--- src/rtl/partition_sweep_pkg.sv ---
// Shared state encoding and result-width helpers for the partition sweep meter.
package partition_sweep_pkg;

  typedef enum logic [1:0] {StIdle, StSweep, StDrain, StDone} sweep_state_e;

  function automatic int unsigned err_width(input int unsigned ni);
    return ni + 1;
  endfunction

  function automatic int unsigned hd_width(input int unsigned ni, input int unsigned no);
    return ni + $clog2(no) + 1;
  endfunction

  function automatic int unsigned aed_width(input int unsigned ni, input int unsigned no);
    return ni + no;
  endfunction

endpackage

--- src/rtl/sweep_err_accum.sv ---
// Per-sample error metrics between exact and approximate partition outputs,
// accumulated into registers with synchronous clear and sample enable.
module sweep_err_accum
  import partition_sweep_pkg::*;
#(
  parameter int unsigned NI = 7,
  parameter int unsigned NO = 4
) (
  input  logic                         clk,
  input  logic                         rst_n,
  input  logic                         clear,
  input  logic                         en,
  input  logic [NO-1:0]                po_exact,
  input  logic [NO-1:0]                po_approx,
  output logic [err_width(NI)-1:0]     err_cnt,
  output logic [hd_width(NI, NO)-1:0]  hd_sum,
  output logic [aed_width(NI, NO)-1:0] aed_sum,
  output logic [NO-1:0]                max_aed
);

  localparam int unsigned EW = err_width(NI);
  localparam int unsigned HW = hd_width(NI, NO);
  localparam int unsigned AW = aed_width(NI, NO);
  localparam int unsigned PW = $clog2(NO + 1);

  logic [NO-1:0] diff;
  logic [NO-1:0] abs_err;
  logic [PW-1:0] pop;

  logic [EW-1:0] err_q;
  logic [HW-1:0] hd_q;
  logic [AW-1:0] aed_q;
  logic [NO-1:0] max_q;

  always_comb begin
    diff    = po_exact ^ po_approx;
    abs_err = (po_exact >= po_approx) ? (po_exact - po_approx) : (po_approx - po_exact);
    pop     = '0;
    for (int i = 0; i < NO; i++) begin
      pop = pop + PW'(diff[i]);
    end
  end

  always_ff @(posedge clk or negedge rst_n) begin
    if (!rst_n) begin
      err_q <= '0;
      hd_q  <= '0;
      aed_q <= '0;
      max_q <= '0;
    end else if (clear) begin
      err_q <= '0;
      hd_q  <= '0;
      aed_q <= '0;
      max_q <= '0;
    end else if (en) begin
      err_q <= err_q + EW'(diff != '0);
      hd_q  <= hd_q + HW'(pop);
      aed_q <= aed_q + AW'(abs_err);
      if (abs_err > max_q) begin
        max_q <= abs_err;
      end
    end
  end

  assign err_cnt = err_q;
  assign hd_sum  = hd_q;
  assign aed_sum = aed_q;
  assign max_aed = max_q;

endmodule

--- src/rtl/partition_sweep_meter.sv ---
// Exhaustively sweeps all 2^NI partition inputs and accumulates the error
// metrics between exact and approximate outputs returned LAT cycles later.
module partition_sweep_meter
  import partition_sweep_pkg::*;
#(
  parameter int unsigned NI  = 7,
  parameter int unsigned NO  = 4,
  parameter int unsigned LAT = 0
) (
  input  logic                         clk,
  input  logic                         rst_n,
  input  logic                         start,
  input  logic                         abort,
  output logic [NI-1:0]                pi_out,
  input  logic [NO-1:0]                po_exact,
  input  logic [NO-1:0]                po_approx,
  output logic                         busy,
  output logic                         done,
  output logic [err_width(NI)-1:0]     err_cnt,
  output logic [hd_width(NI, NO)-1:0]  hd_sum,
  output logic [aed_width(NI, NO)-1:0] aed_sum,
  output logic [NO-1:0]                max_aed
);

  localparam int unsigned DW = (LAT > 1) ? $clog2(LAT) : 1;

  sweep_state_e  state_q;
  logic [NI-1:0] pi_q;
  logic [DW-1:0] drain_q;
  logic          busy_q;
  logic          done_q;

  logic issue;
  logic sample_valid;
  logic acc_clear;
  logic acc_en;

  assign issue     = (state_q == StSweep);
  assign acc_clear = ((state_q == StIdle) || (state_q == StDone)) && start && !abort;
  assign acc_en    = sample_valid && ((state_q == StSweep) || (state_q == StDrain));

  always_ff @(posedge clk or negedge rst_n) begin
    if (!rst_n) begin
      state_q <= StIdle;
      pi_q    <= '0;
      drain_q <= '0;
      busy_q  <= 1'b0;
      done_q  <= 1'b0;
    end else if (abort) begin
      state_q <= StIdle;
      pi_q    <= '0;
      drain_q <= '0;
      busy_q  <= 1'b0;
      done_q  <= 1'b0;
    end else begin
      unique case (state_q)
        StIdle, StDone: begin
          if (start) begin
            state_q <= StSweep;
            pi_q    <= '0;
            busy_q  <= 1'b1;
            done_q  <= 1'b0;
          end
        end
        StSweep: begin
          // Wraps to zero after the last vector and stays there.
          pi_q <= pi_q + NI'(1);
          if (pi_q == '1) begin
            if (LAT > 0) begin
              state_q <= StDrain;
              drain_q <= '0;
            end else begin
              state_q <= StDone;
              busy_q  <= 1'b0;
              done_q  <= 1'b1;
            end
          end
        end
        StDrain: begin
          if (drain_q == DW'(LAT - 1)) begin
            state_q <= StDone;
            busy_q  <= 1'b0;
            done_q  <= 1'b1;
          end else begin
            drain_q <= drain_q + DW'(1);
          end
        end
        default: state_q <= StIdle;
      endcase
    end
  end

  // Valid bit travels alongside each issued vector through the partition latency.
  if (LAT == 0) begin : g_no_pipe
    assign sample_valid = issue;
  end else begin : g_pipe
    logic [LAT-1:0] vpipe_q;
    always_ff @(posedge clk or negedge rst_n) begin
      if (!rst_n) begin
        vpipe_q <= '0;
      end else if (abort) begin
        vpipe_q <= '0;
      end else begin
        vpipe_q <= LAT'({vpipe_q, issue});
      end
    end
    assign sample_valid = vpipe_q[LAT-1];
  end

  sweep_err_accum #(
    .NI(NI),
    .NO(NO)
  ) u_accum (
    .clk      (clk),
    .rst_n    (rst_n),
    .clear    (acc_clear),
    .en       (acc_en),
    .po_exact (po_exact),
    .po_approx(po_approx),
    .err_cnt  (err_cnt),
    .hd_sum   (hd_sum),
    .aed_sum  (aed_sum),
    .max_aed  (max_aed)
  );

  assign pi_out = pi_q;
  assign busy   = busy_q;
  assign done   = done_q;

endmodule

--- config.mk ---
export PLATFORM = sky130hd
export DESIGN_NAME = partition_sweep_meter
export DESIGN_NICKNAME = d
export VERILOG_FILES = /design/src/rtl/partition_sweep_pkg.sv /design/src/rtl/sweep_err_accum.sv /design/src/rtl/partition_sweep_meter.sv
export SDC_FILE = /design/constraint.sdc
export NUM_CORES = 1
export LEC_CHECK = 0
export CORE_UTILIZATION = 52
export CTS_CLUSTER_SIZE = 28
export DETAILED_ROUTE_END_ITERATION = 7
export PLACE_DENSITY = 0.8
export SYNTH_ARGS = -nofsm -noshare
export SYNTH_HDL_FRONTEND = slang
export SYNTH_HIERARCHICAL = 1
export SYNTH_SLANG_ARGS = --single-unit
--- constraint.sdc ---
create_clock -name clk -period 2.8 [get_ports clk]
set_clock_uncertainty 0.05 [all_clocks]
set_input_delay 0.84 -clock clk [delete_from_list [all_inputs] [get_ports clk]]
set_output_delay 0.84 -clock clk [all_outputs]
set_load 0.01 [all_outputs]
==> summary.md, run 1 <==
| Metric | Value |
|---|---|
| Post-DR vias/cell | approximately 5.4 |
| Maximum VDD drop | 0.000445 V |
| Avg WL per Cell | between 15 and 20 um |
| Post-layout util | about four fifths |
| PortBufs | 53 |
| Worst Tran Pin Value | 0.559 ns |
| Pwr/cell area | between 700 and 800 mW/mm2 |
| Row count | 26 |
| Crit path largest cell delay | roughly 0.36 ns |
| Largest net degree at the start of global routing | 45 |
| Mapped Area | roughly 0.0028 mm2 |
| CTS tree | done |
| Antenna violations before repair | 0 |
| Vias in the first global route | roughly 2300 |
| Syn_area_per_cell | 9.74 um2 |
| First-pass GRT wire length | approximately 11 mm |
| Floorplan core area | roughly 0.0052 mm2 |
| Ant diodes | 0 |
| Routed Antenna Nets | 0 |
| Crit-path cells | buf_12 > inv_12 > ha_4 > inv_2 > fa_2 > a21oi_4 > nand2_1 > mux2i_1 > nor2_2 > nor2_4 > ha_4 > a21oi_1 > a21o_1 > mux2i_1 > nor2_1 |
| Final Setup Violations | 18 |
| Design Area, Final | just over 0.004 mm2 |
| Outcome | finished with violations |
| Async set-reset flop share out of synthesis | 100% |
| Failing checks | setup timing |
| Num CTS Buffers | 5 |
| Crit path max fanout | 4 |
| Register area share after synthesis | 39.1% |
| Slew HR | between 60% and 70% |
| Syn Nets | 329 |
| Max-cap violations | 0 |
| Fin crit period | about 3.1 ns |
| GP Congestion | approximately 0.84 |
| Post-synth top flop | dfrtp_1 |
| Post-CTS Hold Buffers | 0 |
| # fillers | between 300 and 400 |
| Fin crit share | 111% |
| Final Hold Fails | 0 |
| Crit start category | primary input |
| Required time of the critical path | 2.95 ns |
| Critical Path Sink Type | flip-flop |
| Setup CP Type | primary input to flip-flop |
| Iter 0 DRT Violations | between 150 and 200 |
| RSZ-0062 raised after global routing | true |
| Seq cells post-synth | 44 |
| Drc violations | 0 |
| Share of cells above drive strength 1 | about 28% |
| WP buf/inv | 3 |
| Final WS setup | -0.304 ns |
| Fmax | roughly 320 MHz |
| CP max-delay cell | fa_2 |
| DP Cell Count | roughly 440 |
| Clock Tree Buf Depth | 2 |
| Clk Latency, worst-skew pair | about 0.30 ns |
| Die height | 75.6 um |
| Initial Utilization | approximately 54% |
| CP delay by family, top | adder cells |
| Pleak | approximately 1.8 nW |
| Max-slew violation count | 0 |
| Yosys Warn Count | 6 |
| Hpwl dp | about 4.7 mm |
| Clk pin slew, worst setup/hold paths | approximately 0.09 ns |
| Post-synth cell types | 48 |
| Synthesis-to-layout area growth | 44.1% |
| # IOs | 54 |
| Final Hold Slack | roughly 0.45 ns |
| Die Span X | about 76 um |
| Worst path arrival time | ~3.3 ns |
| CTS H-tree depth | 2 |
| Synthesized instance count | a little under 300 |
| Root buffer cell | clkbuf_8 |
| First-pass DRT Iterations | 4 |
| Commonest non-fill, non-tap cells in the layout | dfrtp_1, clkdlybuf4s50_1, buf_4 |
| Placed instance area | 0.00372 mm2 |
| Via count | around 2500 |
| GRT Total Usage | 25.6% |
| Die area | between 0.005 and 0.006 mm2 |
| Number of synthesized flops with an enable pin | 0 |
| Clock tree sinks | 44 |
| Worst min path class | flip-flop to flip-flop |
| Final Net Count | 421 |
| Post-Layout Cell Count | about 450 |
| Final wirelength | 6.81 mm |
| Grt total ovfl | 0 |
-- path summary, 6_finish.rpt --
path / from / endpoint / slack, ns / depth (start not counted)
max: po_exact[0] / u_accum/max_aed[0] / -0.30 / 15
min: drain_q / drain_q / 0.45 / 2
min in group asynchronous: rst_n / u_accum/err_cnt[6] / 0.56 / 2
max in group asynchronous: rst_n / u_accum/aed_sum[3] / 1.76 / 2
max reg2reg: u_accum/hd_sum[0] / u_accum/hd_sum[4] / 0.37 / 8
min reg2reg: drain_q / drain_q / 0.45 / 2
-- stage by stage --
stage          total power, mW  setup TNS [ns]  setup slack [ns]
3_5_place_dp              2.35          -23.50             -1.15
2_1_floorplan             1.74           -3.73            -0.390
3_3_place_gp              2.29          -21.77             -1.06
5_1_grt                   3.27           -4.65            -0.414
6_report                  3.05           -3.22            -0.304
4_1_cts                   3.00           -2.04            -0.265
-- logic make-up after synthesis --
kind of cell               after synthesis  synth area share (%)
DFF                                     44                  39.1
adders and majority gates               28                  14.0
muxes                                   13                  5.07
and+or+nand+nor                         96                  17.0
xor gates and xnor gates                19                  5.91
buffers and inverters                   32                  4.80
AOI/OAI and AO/OA                       57                  14.0
-- per-layer routing --
layer | global-route usage (%) | routed length (um) | share of wire (%) | vias up
met2 | 42.8 | 3400 | 50 | 61
li1 | - | - | - | 1188
met4 | 6.79 | 77 | 1.1 | 0
met3 | 4.10 | 262 | 3.8 | 8
met5 | 0 | 0 | 0 | -
met1 | 34.8 | 3070 | 45 | 1202
-- state kept, by name (all words and copies together), names as in the netlist --
name	count
u_accum/aed_sum	11
u_accum/hd_sum	10
u_accum/err_cnt	8
pi_out	7
u_accum/max_aed	4
busy	1
done	1
drain_q	1
state_q	1
-- synthesized netlist by cell type, types with 5 or more instances --
library cell / count / area [um2]
ha_1: 22 / 275
nand2_1: 18 / 67.6
fa_1: 6 / 120
o21ai_0: 11 / 55.1
nor2_1: 36 / 135
mux2i_1: 9 / 90.1
nand4_1: 12 / 75.1
a21o_1: 5 / 37.5
or3_1: 6 / 37.5
dfrtp_1: 44 / 1100
xnor2_1: 6 / 52.6
a21oi_1: 16 / 80.1
xor2_1: 13 / 114
inv_1: 23 / 86.3
-- report_power, final --
part,leakage [nW],switching [mW],internal (mW)
Clock,0.0548,0.242,0.269
Sequential,0.589,0.159,0.772
Combinational,1.17,0.747,0.861
-- layout make-up --
cell class | count | area [um2] | area share (%)
clock buffer | 5 | 68.8 | 1.70
clock inverter | 3 | 46.3 | 1.14
inverter | 23 | 101 | 2.50
multi-input combinational | 213 | 1800 | 44.3
sequential | 44 | 1100 | 27.1
tap | 70 | 87.6 | 2.16
timing repair buffer | 94 | 853 | 21.0
-- repair_timing --
action	CTS	global route
pin swaps	25	19
endpoints found under the setup margin	26	20
setup buffers	8	1
resized for setup	66	12
-- worst min-delay path, delay by kind of cell, from the launching register on --
kind	cells	cell delay, ns
DFF	1	0.35
and+or+nand+nor	2	0.11
No activity file was read; power rests on OpenSTA's default activity.
==> run 2: changes to the inputs <==
REMOVE_ABC_BUFFERS = 1   (was not set)
TNS_END_PERCENT = 50   (was not set)
==> run 2 against run 1 <==
Effect of this change:
- the flow still finishes with violations (setup timing)
- sequential share of layout area is 0.34 points higher
- non-clock buffer count fell by 7
- utilization down 0.97 points
- power up 2.6%
==> summary.md, run 2 (synthesized netlist as in run 1, its figures left out) <==
| Metric | Value |
|---|---|
| Fin crit share | 112% (+1.2 points) |
| Share of cells above drive strength 1 | 24.9% (-3.1 points) |
| Post-layout util | 77.5% (-0.97 points) |
| Post-DR vias/cell | 5.50 (+1.0%) |
| Max-cap violations | 0 (unchanged) |
| Grt total ovfl | 0 (unchanged) |
| Crit start category | primary input |
| First-pass DRT Iterations | 4 (unchanged) |
| Placed instance area | 0.00357 mm2 (-4.0%) |
| Antenna violations before repair | 0 (unchanged) |
| Iter 0 DRT Violations | 146 (-26%) |
| Final Net Count | 414 (-1.7%) |
| Die height | 75.6 um (unchanged) |
| Setup CP Type | primary input to flip-flop |
| Total chip power | 3.13 mW (+2.6%) |
| Avg WL per Cell | 16.0 um (+6.0%) |
| Pleak | 1.78 nW (-1.7%) |
| Reg2reg start | u_accum/hd_sum[0] |
| Crit path max fanout | 4 (unchanged) |
| Initial Utilization | 54.4% (unchanged) |
| Commonest non-fill, non-tap cells in the layout | dfrtp_1, clkdlybuf4s50_1, nor2_1 |
| Largest net degree at the start of global routing | 24 (-47%) |
| Drc violations | 0 (unchanged) |
| Final Setup Violations | 20 (+2) |
| Floorplan core area | 0.00517 mm2 (unchanged) |
| Synthesis-to-layout area growth | 42.4% |
| Design Area, Final | 0.00401 mm2 (-1.2%) |
| WL met2 | 3.70 mm (+8.9%) |
| Routed Antenna Nets | 0 (unchanged) |
| # fillers | 320 (-0.93%) |
| Final wirelength | 7.09 mm (+4.2%) |
| Fmax | 319 MHz (-1.0%) |
| DP Cell Count | 427 (-2.3%) |
| Max Used Layer | met4 |
| Maximum VDD drop | 0.000507 V (+14%) |
| Clock Tree Buf Depth | 2 (unchanged) |
| Max reg flops | 11 (unchanged) |
| Die area | 0.00571 mm2 (unchanged) |
| # IOs | 54 (unchanged) |
| Critical Path Sink Type | flip-flop |
| Final Hold Slack | 0.435 ns (-0.0131 ns) |
| Vias in the first global route | 2465 (+6.2%) |
| Clock tree sinks | 44 (unchanged) |
| Final WS setup | -0.336 ns (-0.0323 ns) |
| Hpwl dp | 4.47 mm (-4.7%) |
| Fin crit period | 3.14 ns (+0.0323 ns) |
| Post-Layout Cell Count | 444 (-1.8%) |
| Slew HR | 63.2% (+0.47 points) |
| Register area | 0.00110 mm2 (unchanged) |
| Worst reg-to-reg setup slack | 0.40 ns (+0.03 ns) |
| Ant diodes | 0 (unchanged) |
| Outcome | finished with violations |
| Clk pin slew, worst setup/hold paths | 0.08 ns (about the same) |
| Clk Latency, worst-skew pair | 0.30 ns (about the same) |
| Final Hold Fails | 0 (unchanged) |
| Required time of the critical path | 2.98 ns (+0.03 ns) |
| Worst path arrival time | 3.32 ns (+0.07 ns) |
| Num CTS Buffers | 5 (unchanged) |
| CTS tree | done |
| Routed metal-1 wire length | 2.98 mm (-3.0%) |
| Multi-input gate area | 0.00179 mm2 (-0.56%) |
| Worst setup startpoint | po_exact[0] |
| WL met3 | 249 um (-5.0%) |
| Failing checks | setup timing |
| PortBufs | 53 (unchanged) |
| First-pass GRT wire length | 11.2 mm (+3.5%) |
| Hold Startpoint | drain_q |
| Worst Tran Pin Value | 0.552 ns (-0.00699 ns) |
| Row count | 26 (unchanged) |
| Die Span X | 75.6 um (unchanged) |
| GP Congestion | 0.805 (-4.3%) |
| Max-slew violation count | 0 (unchanged) |
| Via count | 2440 (-0.77%) |
| Worst min path class | flip-flop to flip-flop |
| RSZ-0062 raised after global routing | true |
| Root buffer cell | clkbuf_8 |
| Worst slack, placed | -1.16 ns (-0.00477 ns) |
| CTS H-tree depth | 2 (unchanged) |
| Pwr/cell area | 781 mW/mm2 (+3.9%) |
| Setup TNS | -3.64 ns (-0.415 ns) |
| GRT Total Usage | 26.8% (+1.2 points) |
-- run 2: final timing paths --
kind / to / cells after the start
setup reg to reg: u_accum/hd_sum[4] / 8
setup / recovery: u_accum/aed_sum[9] / 14
hold reg to reg: drain_q / 2
min in group asynchronous: pi_out[2] / 1
max in group asynchronous: u_accum/hd_sum[3] / 2
hold / removal: drain_q / 2
-- run 2: metal layers --
metal,track usage [%],up-vias
met5,0,-
met4,10.5,0
met3,5.56,16
met2,47.4,55
met1,31.9,1203
li1,-,1166
-- run 2: final cells by class --
class | instances | area share (%)
Clock buffer | 5 | 1.72
Clock inverter | 2 | 1.50
Inverter | 23 | 2.28
Multi-Input combinational cell | 213 | 44.6
Sequential cell | 44 | 27.5
Tap cell | 70 | 2.19
Timing Repair Buffer | 87 | 20.2
-- run 2: report_power, final --
group          switching (mW)  internal [mW]  total (mW)
clock                   0.214          0.351       0.566
sequential              0.162          0.772       0.934
combinational           0.767          0.864        1.63
total                    1.14           1.99        3.13
-- run 2: what timing repair did --
action | CTS | global route
gates cloned | 0 | 0
endpoints found under the setup margin | 28 | 22
hold endpoints to repair | 0 | 0
hold buffers | 0 | 0
pin swaps | 39 | 28
buffers inserted | 9 | 1
gates resized for setup | 71 | 15
-- run 2: critical path: stages --
cell	delay [ns]
buf_8	0.10
inv_4	0.05
ha_4	0.12
inv_2	0.03
fa_2	0.37
a21oi_4	0.17
o21ai_2	0.09
mux2_4	0.37
ha_4	0.27
a21o_1	0.15
a211oi_2	0.10
or2_1	0.22
or3_1	0.33
a21oi_2	0.12
==> run 3: changes to the inputs <==
RECOVER_POWER = 50   (was not set)
==> run 3 against run 2 <==
Effect of this change:
- the flow still finishes with violations (setup timing)
- final cell count is the same
- worst hold slack barely moved
- via count shrank 0.29%
- critical path type unchanged
==> summary.md, run 3 (synthesized netlist as in run 1, its figures left out) <==
| Metric | Value |
|---|---|
| Outcome | finished with violations |
| Failing checks | setup timing |
| Fmax | 319 MHz (about the same) |
| First-pass GRT wire length | 11.2 mm (unchanged) |
| GRT Total Usage | 26.8% (unchanged) |
| CTS H-tree depth | 2 (unchanged) |
| PortBufs | 53 (unchanged) |
| Vias in the first global route | 2465 (unchanged) |
| Share of cells above drive strength 1 | 24.1% (-0.80 points) |
| Setup CP Type | primary input to flip-flop |
| Psw | 1.14 mW (-0.37%) |
| Clock Tree Buf Depth | 2 (unchanged) |
| Final Setup Violations | 20 (unchanged) |
| Iter 0 DRT Violations | 146 (unchanged) |
| Routed Antenna Nets | 0 (unchanged) |
| Worst reg2reg path depth | 8 (unchanged) |
| Ant diodes | 0 (unchanged) |
| Clk Latency, worst-skew pair | 0.30 ns (about the same) |
| Via count | 2433 (-0.29%) |
| Crit path max fanout | 4 (unchanged) |
| Setup TNS | -3.60 ns (+0.0428 ns) |
| Grt total ovfl | 0 (unchanged) |
| Critical Path Sink Type | flip-flop |
| Sequential power share | 29.9% (about the same) |
| Worst Tran Pin Value | 1.25 ns (+0.699 ns) |
| Root buffer cell | clkbuf_8 |
| Crit start category | primary input |
| Floorplan core area | 0.00517 mm2 (unchanged) |
| Die height | 75.6 um (unchanged) |
| Pwr/cell area | 782 mW/mm2 (about the same) |
| Max reg flops | 11 (unchanged) |
| Post-DR vias/cell | 5.48 (-0.29%) |
| RSZ-0062 raised after global routing | true |
| Row count | 26 (unchanged) |
| Pleak | 1.77 nW (-0.23%) |
| Avg WL per Cell | 15.9 um (-0.17%) |
| Max-slew violation count | 0 (unchanged) |
| Final Hold Fails | 0 (unchanged) |
| Largest net degree at the start of global routing | 24 (unchanged) |
| Fin crit period | 3.13 ns (-0.00195 ns) |
| Hpwl dp | 4.47 mm (unchanged) |
| Total chip power | 3.11 mW (-0.53%) |
| Worst min path class | flip-flop to flip-flop |
| Maximum VDD drop | 0.000504 V (-0.73%) |
| Commonest non-fill, non-tap cell in the layout | dfrtp_1 |
| Synthesis-to-layout area growth | 41.5% |
| Post-CTS Hold Buffers | 0 (unchanged) |
| Die Span X | 75.6 um (unchanged) |
| Placed instance area | 0.00357 mm2 (unchanged) |
| Initial Utilization | 54.4% (unchanged) |
| # fillers | 326 (+1.9%) |
| Multi-input gate area | 0.00178 mm2 (-0.28%) |
| First-pass DRT Iterations | 4 (unchanged) |
| Commonest non-fill, non-tap cells in the layout | dfrtp_1, clkdlybuf4s50_1, nor2_1 |
| Fin crit share | 112% (about the same) |
| Antenna violations before repair | 0 (unchanged) |
| Final Net Count | 414 (unchanged) |
| Die area | 0.00571 mm2 (unchanged) |
| Register area | 0.00110 mm2 (unchanged) |
| Required time of the critical path | 2.99 ns (about the same) |
| Design Area, Final | 0.00398 mm2 (-0.62%) |
| Num CTS Buffers | 5 (unchanged) |
| Clk pin slew, worst setup/hold paths | 0.08 ns (about the same) |
| Worst path arrival time | 3.32 ns (about the same) |
| Comb power frac | 51.9% (-0.2 points) |
| Cell internal pwr | 1.98 mW (-0.62%) |
| Switching Share | 36.6% (+0.057 points) |
| Drc violations | 0 (unchanged) |
| Final WS setup | -0.334 ns (+0.00195 ns) |
| Clock power share | 18.2% (about the same) |
| # IOs | 54 (unchanged) |
| Clock tree sinks | 44 (unchanged) |
| Final wirelength | 7.08 mm (-0.17%) |
| Cells on Worst Hold Path | 2 (unchanged) |
| CTS tree | done |
| Max-cap violations | 0 (unchanged) |
| Slew HR | 16.6% (-47 points) |
| GP Congestion | 0.805 (unchanged) |
run 3: layer usage:
metal | wire length (um) | vias up | GRT usage (%)
met5 | 0 | - | 0
met4 | 174 | 0 | 10.5
met3 | 254 | 17 | 5.56
met2 | 3690 | 56 | 47.4
met1 | 2960 | 1196 | 31.9
li1 | - | 1164 | -
run 3: layout make-up:
cell class | instances | area share [%]
Timing Repair Buffer | 87 | 19.8
Inverter | 23 | 2.29
Clock buffer | 5 | 1.73
Multi-Input combinational cell | 213 | 44.8
Sequential cell | 44 | 27.6
Tap cell | 70 | 2.20
Clock inverter | 2 | 1.51
run 3: power groups by stage:
stage / clock (mW) / combinational, mW / sequential (mW)
global placement: 0 / 1.26 / 0.921
floorplan: 0 / 0.710 / 0.962
global route: 0.598 / 1.77 / 0.960
finish: 0.566 / 1.62 / 0.932
detailed placement: 0 / 1.31 / 0.930
CTS: 0.570 / 1.53 / 0.929
run 3: repair_timing:
| item | CTS | global route |
|---|---|---|
| endpoints found under the setup margin | 28 | 22 |
| setup buffers | 9 | 1 |
| pin swaps | 39 | 28 |
| hold endpoints to repair | 0 | 0 |
| cloned | 0 | 0 |
| resized for setup | 71 | 15 |
run 3: worst max-delay path: stages:
cell,delay (ns)
buf_8,0.10
inv_4,0.05
ha_4,0.12
inv_2,0.03
fa_2,0.37
a21oi_4,0.17
o21ai_2,0.09
mux2_4,0.37
ha_4,0.27
a21o_1,0.15
a211oi_2,0.10
or2_1,0.22
or3_1,0.33
a21oi_2,0.12
run 3: final timing paths:
| path | start | to | slack [ns] |
|---|---|---|---|
| worst max-delay path | po_exact[0] | u_accum/aed_sum[9] | -0.33 |
| worst min-delay path | drain_q | drain_q | 0.43 |
| worst max register to register | u_accum/hd_sum[0] | u_accum/hd_sum[4] | 0.40 |
| worst min register to register | drain_q | drain_q | 0.43 |
| max in group asynchronous | rst_n | u_accum/hd_sum[3] | 0.77 |
| min in group asynchronous | rst_n | pi_out[2] | 0.73 |
run 3: per-stage QoR:
stage / hold slack (ns) / instances / utilization, % / setup WS [ns]
after global routing: 0.486 / 444 / 77.0 / -0.391
after CTS: 0.442 / 443 / 76.6 / -0.337
final: 0.435 / 444 / 77.0 / -0.334
after floorplan: 0.402 / 280 / - / -0.538
after global placement: 0.420 / 427 / 69.1 / -1.07
after detailed placement: 0.423 / 427 / 69.1 / -1.16
